### src/rtl/ysyx_22050612_mem_arbiter.sv
// Shares the core's single memory port between instruction fetch (IFU) and
// load/store (LSU). One transaction is in flight at a time. Ties go round-robin.
// A watchdog turns a missing memory response into an error response, so a
// dead memory cannot stall the core forever.
module ysyx_22050612_mem_arbiter #(
   parameter int ADDR_W  = 64,
   parameter int DATA_W  = 64,
   parameter int TIMEOUT = 255
) (
   input  logic                clk,
   input  logic                rst,
   // instruction fetch side
   input  logic                ifu_req_valid,
   output logic                ifu_req_ready,
   input  logic [ADDR_W-1:0]   ifu_addr,
   output logic                ifu_resp_valid,
   output logic                ifu_resp_err,
   output logic [DATA_W-1:0]   ifu_rdata,
   // load/store side
   input  logic                lsu_req_valid,
   output logic                lsu_req_ready,
   input  logic [ADDR_W-1:0]   lsu_addr,
   input  logic                lsu_wen,
   input  logic [DATA_W-1:0]   lsu_wdata,
   input  logic [DATA_W/8-1:0] lsu_wmask,
   output logic                lsu_resp_valid,
   output logic                lsu_resp_err,
   output logic [DATA_W-1:0]   lsu_rdata,
   // memory side
   output logic                mem_req_valid,
   input  logic                mem_req_ready,
   output logic [ADDR_W-1:0]   mem_addr,
   output logic                mem_wen,
   output logic [DATA_W-1:0]   mem_wdata,
   output logic [DATA_W/8-1:0] mem_wmask,
   input  logic                mem_resp_valid,
   input  logic [DATA_W-1:0]   mem_rdata
);

   // Wide enough to hold TIMEOUT-1; cleared on WAIT entry so it never wraps.
   localparam int CNT_W = $clog2(TIMEOUT) + 1;
   localparam logic [CNT_W-1:0] CNT_LAST = CNT_W'(TIMEOUT - 1);
   localparam logic G_IFU = 1'b0;
   localparam logic G_LSU = 1'b1;

   typedef enum logic [1:0] {
      IDLE = 2'd0,
      REQ  = 2'd1,
      WAIT = 2'd2
   } state_t;

   state_t           state_reg;
   logic             last_grant_reg;
   logic             grantee_reg;
   logic [CNT_W-1:0] cnt_reg;

   logic pick_lsu;
   logic in_idle;
   logic in_wait;
   logic resp_hit;
   logic timeout_hit;
   logic done;

   // Arbitration and response decode; all handshakes are muted while reset is held
   always_comb begin
      // LSU wins when it is alone, or on a tie when IFU had the last grant
      pick_lsu    = lsu_req_valid && (!ifu_req_valid || last_grant_reg == G_IFU);
      in_idle     = (state_reg == IDLE) && !rst;
      in_wait     = (state_reg == WAIT) && !rst;
      resp_hit    = in_wait && mem_resp_valid;
      // a real response in the last watchdog cycle takes priority over the error
      timeout_hit = in_wait && !mem_resp_valid && (cnt_reg == CNT_LAST);
      done        = resp_hit || timeout_hit;

      ifu_req_ready  = in_idle && ifu_req_valid && !pick_lsu;
      lsu_req_ready  = in_idle && pick_lsu;

      ifu_resp_valid = done && (grantee_reg == G_IFU);
      ifu_resp_err   = timeout_hit && (grantee_reg == G_IFU);
      ifu_rdata      = (resp_hit && grantee_reg == G_IFU) ? mem_rdata : '0;

      lsu_resp_valid = done && (grantee_reg == G_LSU);
      lsu_resp_err   = timeout_hit && (grantee_reg == G_LSU);
      lsu_rdata      = (resp_hit && grantee_reg == G_LSU) ? mem_rdata : '0;
   end

   // Transaction FSM: latch the winner's request, present it, then wait for the answer
   always_ff @(posedge clk) begin
      if (rst) begin
         state_reg      <= IDLE;
         last_grant_reg <= G_IFU;
         grantee_reg    <= G_IFU;
         cnt_reg        <= '0;
         mem_req_valid  <= 1'b0;
         mem_addr       <= '0;
         mem_wen        <= 1'b0;
         mem_wdata      <= '0;
         mem_wmask      <= '0;
      end else begin
         case (state_reg)
            IDLE: begin
               if (ifu_req_ready || lsu_req_ready) begin
                  grantee_reg    <= pick_lsu;
                  last_grant_reg <= pick_lsu;
                  mem_req_valid  <= 1'b1;
                  state_reg      <= REQ;
                  if (pick_lsu) begin
                     mem_addr  <= lsu_addr;
                     mem_wen   <= lsu_wen;
                     mem_wdata <= lsu_wdata;
                     mem_wmask <= lsu_wmask;
                  end else begin
                     // instruction fetch is always a plain read
                     mem_addr  <= ifu_addr;
                     mem_wen   <= 1'b0;
                     mem_wdata <= '0;
                     mem_wmask <= '0;
                  end
               end
            end
            REQ: begin
               if (mem_req_ready) begin
                  mem_req_valid <= 1'b0;
                  cnt_reg       <= '0;
                  state_reg     <= WAIT;
               end
            end
            WAIT: begin
               if (done) begin
                  state_reg <= IDLE;
               end else begin
                  cnt_reg <= cnt_reg + 1'b1;
               end
            end
            default: begin
               state_reg <= IDLE;
            end
         endcase
      end
   end

endmodule

### config.mk
export PLATFORM = sky130hd
export DESIGN_NAME = ysyx_22050612_mem_arbiter
export DESIGN_NICKNAME = d
export VERILOG_FILES = /design/src/rtl/ysyx_22050612_mem_arbiter.sv
export SDC_FILE = /design/constraint.sdc
export NUM_CORES = 1
export LEC_CHECK = 0
export CELL_PAD_IN_SITES_DETAIL_PLACEMENT = 0
export CELL_PAD_IN_SITES_GLOBAL_PLACEMENT = 1
export CORE_AREA = 3 3 211 213
export DETAILED_ROUTE_END_ITERATION = 8
export DIE_AREA = 0 0 214 216
export PLACE_DENSITY_LB_ADDON = 0.1
export SKIP_LAST_GASP = 1
export SYNTH_ARGS = -nofsm -noshare
export SYNTH_HDL_FRONTEND = slang
export SYNTH_SLANG_ARGS = --single-unit
### constraint.sdc
create_clock -name clk -period 2 [get_ports clk]
set_clock_uncertainty 0.1 [all_clocks]
set_input_delay 0.4 -clock clk [delete_from_list [all_inputs] [get_ports clk]]
set_output_delay 0.4 -clock clk [all_outputs]
set_load 0.02 [all_outputs]
==> flow_summary.toml <==
[synthesis]
synth_top_cells_by_area = "dfxtp_1 44%, and2_1 12%, mux2i_1 9.5%"
ys_types = 46
synth_common_cells = "150 x dfxtp_1, 143 x nor2_1, 131 x and2_1"
post-synth-top-area-cell = "dfxtp_1"
synth_nets = 1036
synth_most_common_cell = "dfxtp_1"
yosysSeqAreaShare = 0.436
async_flop_share = 0
synth_edf_count = 0
synth_top_area_share = 0.436
ys_warn_count = 0
ys_dominant_reg_cell = "dfxtp_1"
synthesis.instances = 763
synth_area_mm2 = 0.00688
synth_area_per_cell_um2 = 9.02
yosys_register_bits = 150

[detailed_routing]
drc = 0
wl_um = 40900
drt-initial-drc-count = 293
antenna_left = 0
routedWlPerCell_um = 20.8
dr.pass1.iters = 4
via_count = 8004
via_per_inst = 4.07

[worst_setup_path]
crit_fanout = 5
crit_path_end_kind = "output pin"
cp.required_ns = 1.50
reg2reg_depth = 7
arrival_ns = 1.97
start_kind = "register"
worst-setup-path-type = "reg2out"

[timing]
hold-worst-slack_ns = 0.345
setup_tns_ns = -51.06
rsz0062_at_grt = "yes"
period_needed_ns = 2.47
hold_viol = 0
layout_setup_ws_ns = -0.470
tightest_slew_ns = 0.969
fmax_ghz = 0.405
setup_viol = 133
slew_violations = 0
relSlewSlack = 0.354
finalCritPeriodShare = 1.24

[floorplanning]
coreArea_mm2 = 0.0429
rows = 76
die_w_um = 214
die_h_um = 216
num_io_pins = 543
die-area_mm2 = 0.0462
initial_core_util = 0.160

[power]
leakagePower_uw = 0.00619
power.density_mw_per_mm2 = 586
ir_drop_uv = 569

[cts]
cts_buffers = 17
clkTransAtPathRegs_ns = 0.07
clk_latency_ns = 0.43
postCtsHoldBufs = 0
cts_tree = "done"
clk_path_buf_depth = 2
ctsRootBufferMaster = "clkbuf_16"
cts_htree_levels = 4
cts_sinks = 150

[global_route]
grt_pass1_vias = 7898
grtUsageTotal = 0.160
antenna_found_initial = 8
grt_max_degree = 81
gr-total-overflow = 0
grt_pass1_wl_um = 54700

[layout]
area_growth_pct = 116
n_fill_cell = 4479
register_area_mm2 = 0.00301
nets = 1634
drive_above_1_share = 0.281
multi_input_area_mm2 = 0.00383

[run_status]
violations = "setup timing"
status = "finished with violations"

[worst_hold_path]
hold_class = "reg2reg"
min_path_cells = 2

[place]
dp_hpwl_um = 29200
gp_congestion = 0.828
port_buffers = 542

[flow_run]
drv_cap = 0
==> metrics by stage <==
step | util | std cells | power [uW] | setup WS [ns] | area [um2]
3_3_place_gp | 0.309 | 1879 | 5550 | -0.872 | 13300
6_report | 0.347 | 1966 | 8730 | -0.470 | 14900
3_5_place_dp | 0.309 | 1879 | 5540 | -0.866 | 13300
4_1_cts | 0.330 | 1932 | 8830 | -0.493 | 14200
2_1_floorplan | - | 763 | 4230 | -0.0205 | 6890
5_1_grt | 0.347 | 1965 | 9190 | -0.568 | 14900
==> power breakdown <==
part           switching [uW]  leakage (uW)  total, uW  internal, uW
Clock                    1520      0.000268       3160          1650
Sequential                110       0.00123       3300          3190
Combinational            1040       0.00469       2270          1220
Total                    2670       0.00619       8730          6060
==> placed cells by master (no fill, tap or decap), types with 4 or more instances in the layout <==
cell type        netlist  routed
buf_4                  6      73
and2_4                 0      87
mux2i_1               65      64
diode_2                0       7
clkbuf_16              0      25
nand2_1                5       4
inv_6                  0       4
a211oi_1              65      65
clkbuf_2               0      29
dlymetal6s2s_1         0      15
buf_16                 0       6
nor2_1               143     140
a21boi_0               4       4
buf_6                  2     103
and2_1               131      43
clkdlybuf4s50_1        0     391
a22oi_1               73      73
dfxtp_1              150     147
o21ai_0                5       4
or4_1                  5       5
buf_12                 0      18
==> cells by family after synthesis <==
group           share of synthesized area
buf+inv                            0.0507
mux                                0.0945
flops                               0.436
simple gates                        0.239
compound gates                      0.176
fa+ha+maj                         0.00364
==> critical path, stage by stage (launching register included) <==
cell and delay, ns:
dfxtp_2 0.35, or2b_1 0.28, nor3_4 0.22, buf_6 0.19, buf_16 0.14, buf_12 0.10, and2_4 0.13, buf_6 0.12
==> repair_timing <==
action	in CTS	in global routing
pin swaps	17	32
setup endpoints to repair	148	223
cloned	7	11
buffers inserted	14	19
gates resized for setup	484	300
==> worst paths after layout <==
check                                    from             to  slack [ns]
worst max-delay path             state_reg[1]  ifu_rdata[29]       -0.47
worst min-delay path            mem_req_valid  mem_req_valid        0.35
worst max register to register     cnt_reg[0]     cnt_reg[2]        0.04
worst min register to register  mem_req_valid  mem_req_valid        0.35
==> layer usage <==
layer,vias up,part of all wire,track usage
li1,3890,-,-
met1,3692,0.37,0.167
met2,366,0.51,0.289
met3,56,0.076,0.0579
met4,0,0.034,0.0668
met5,-,0,0
==> final cells by class <==
class / count / share of cell area
repair buffers: 647 / 0.452
inverters: 2 / 0.000504
flip-flops and latches: 150 / 0.202
well taps: 585 / 0.0491
diodes: 7 / 0.00118
clock inverters: 14 / 0.00932
multi-input cells: 543 / 0.257
clock buffers: 18 / 0.0288
(Power assumes the default switching activity.)
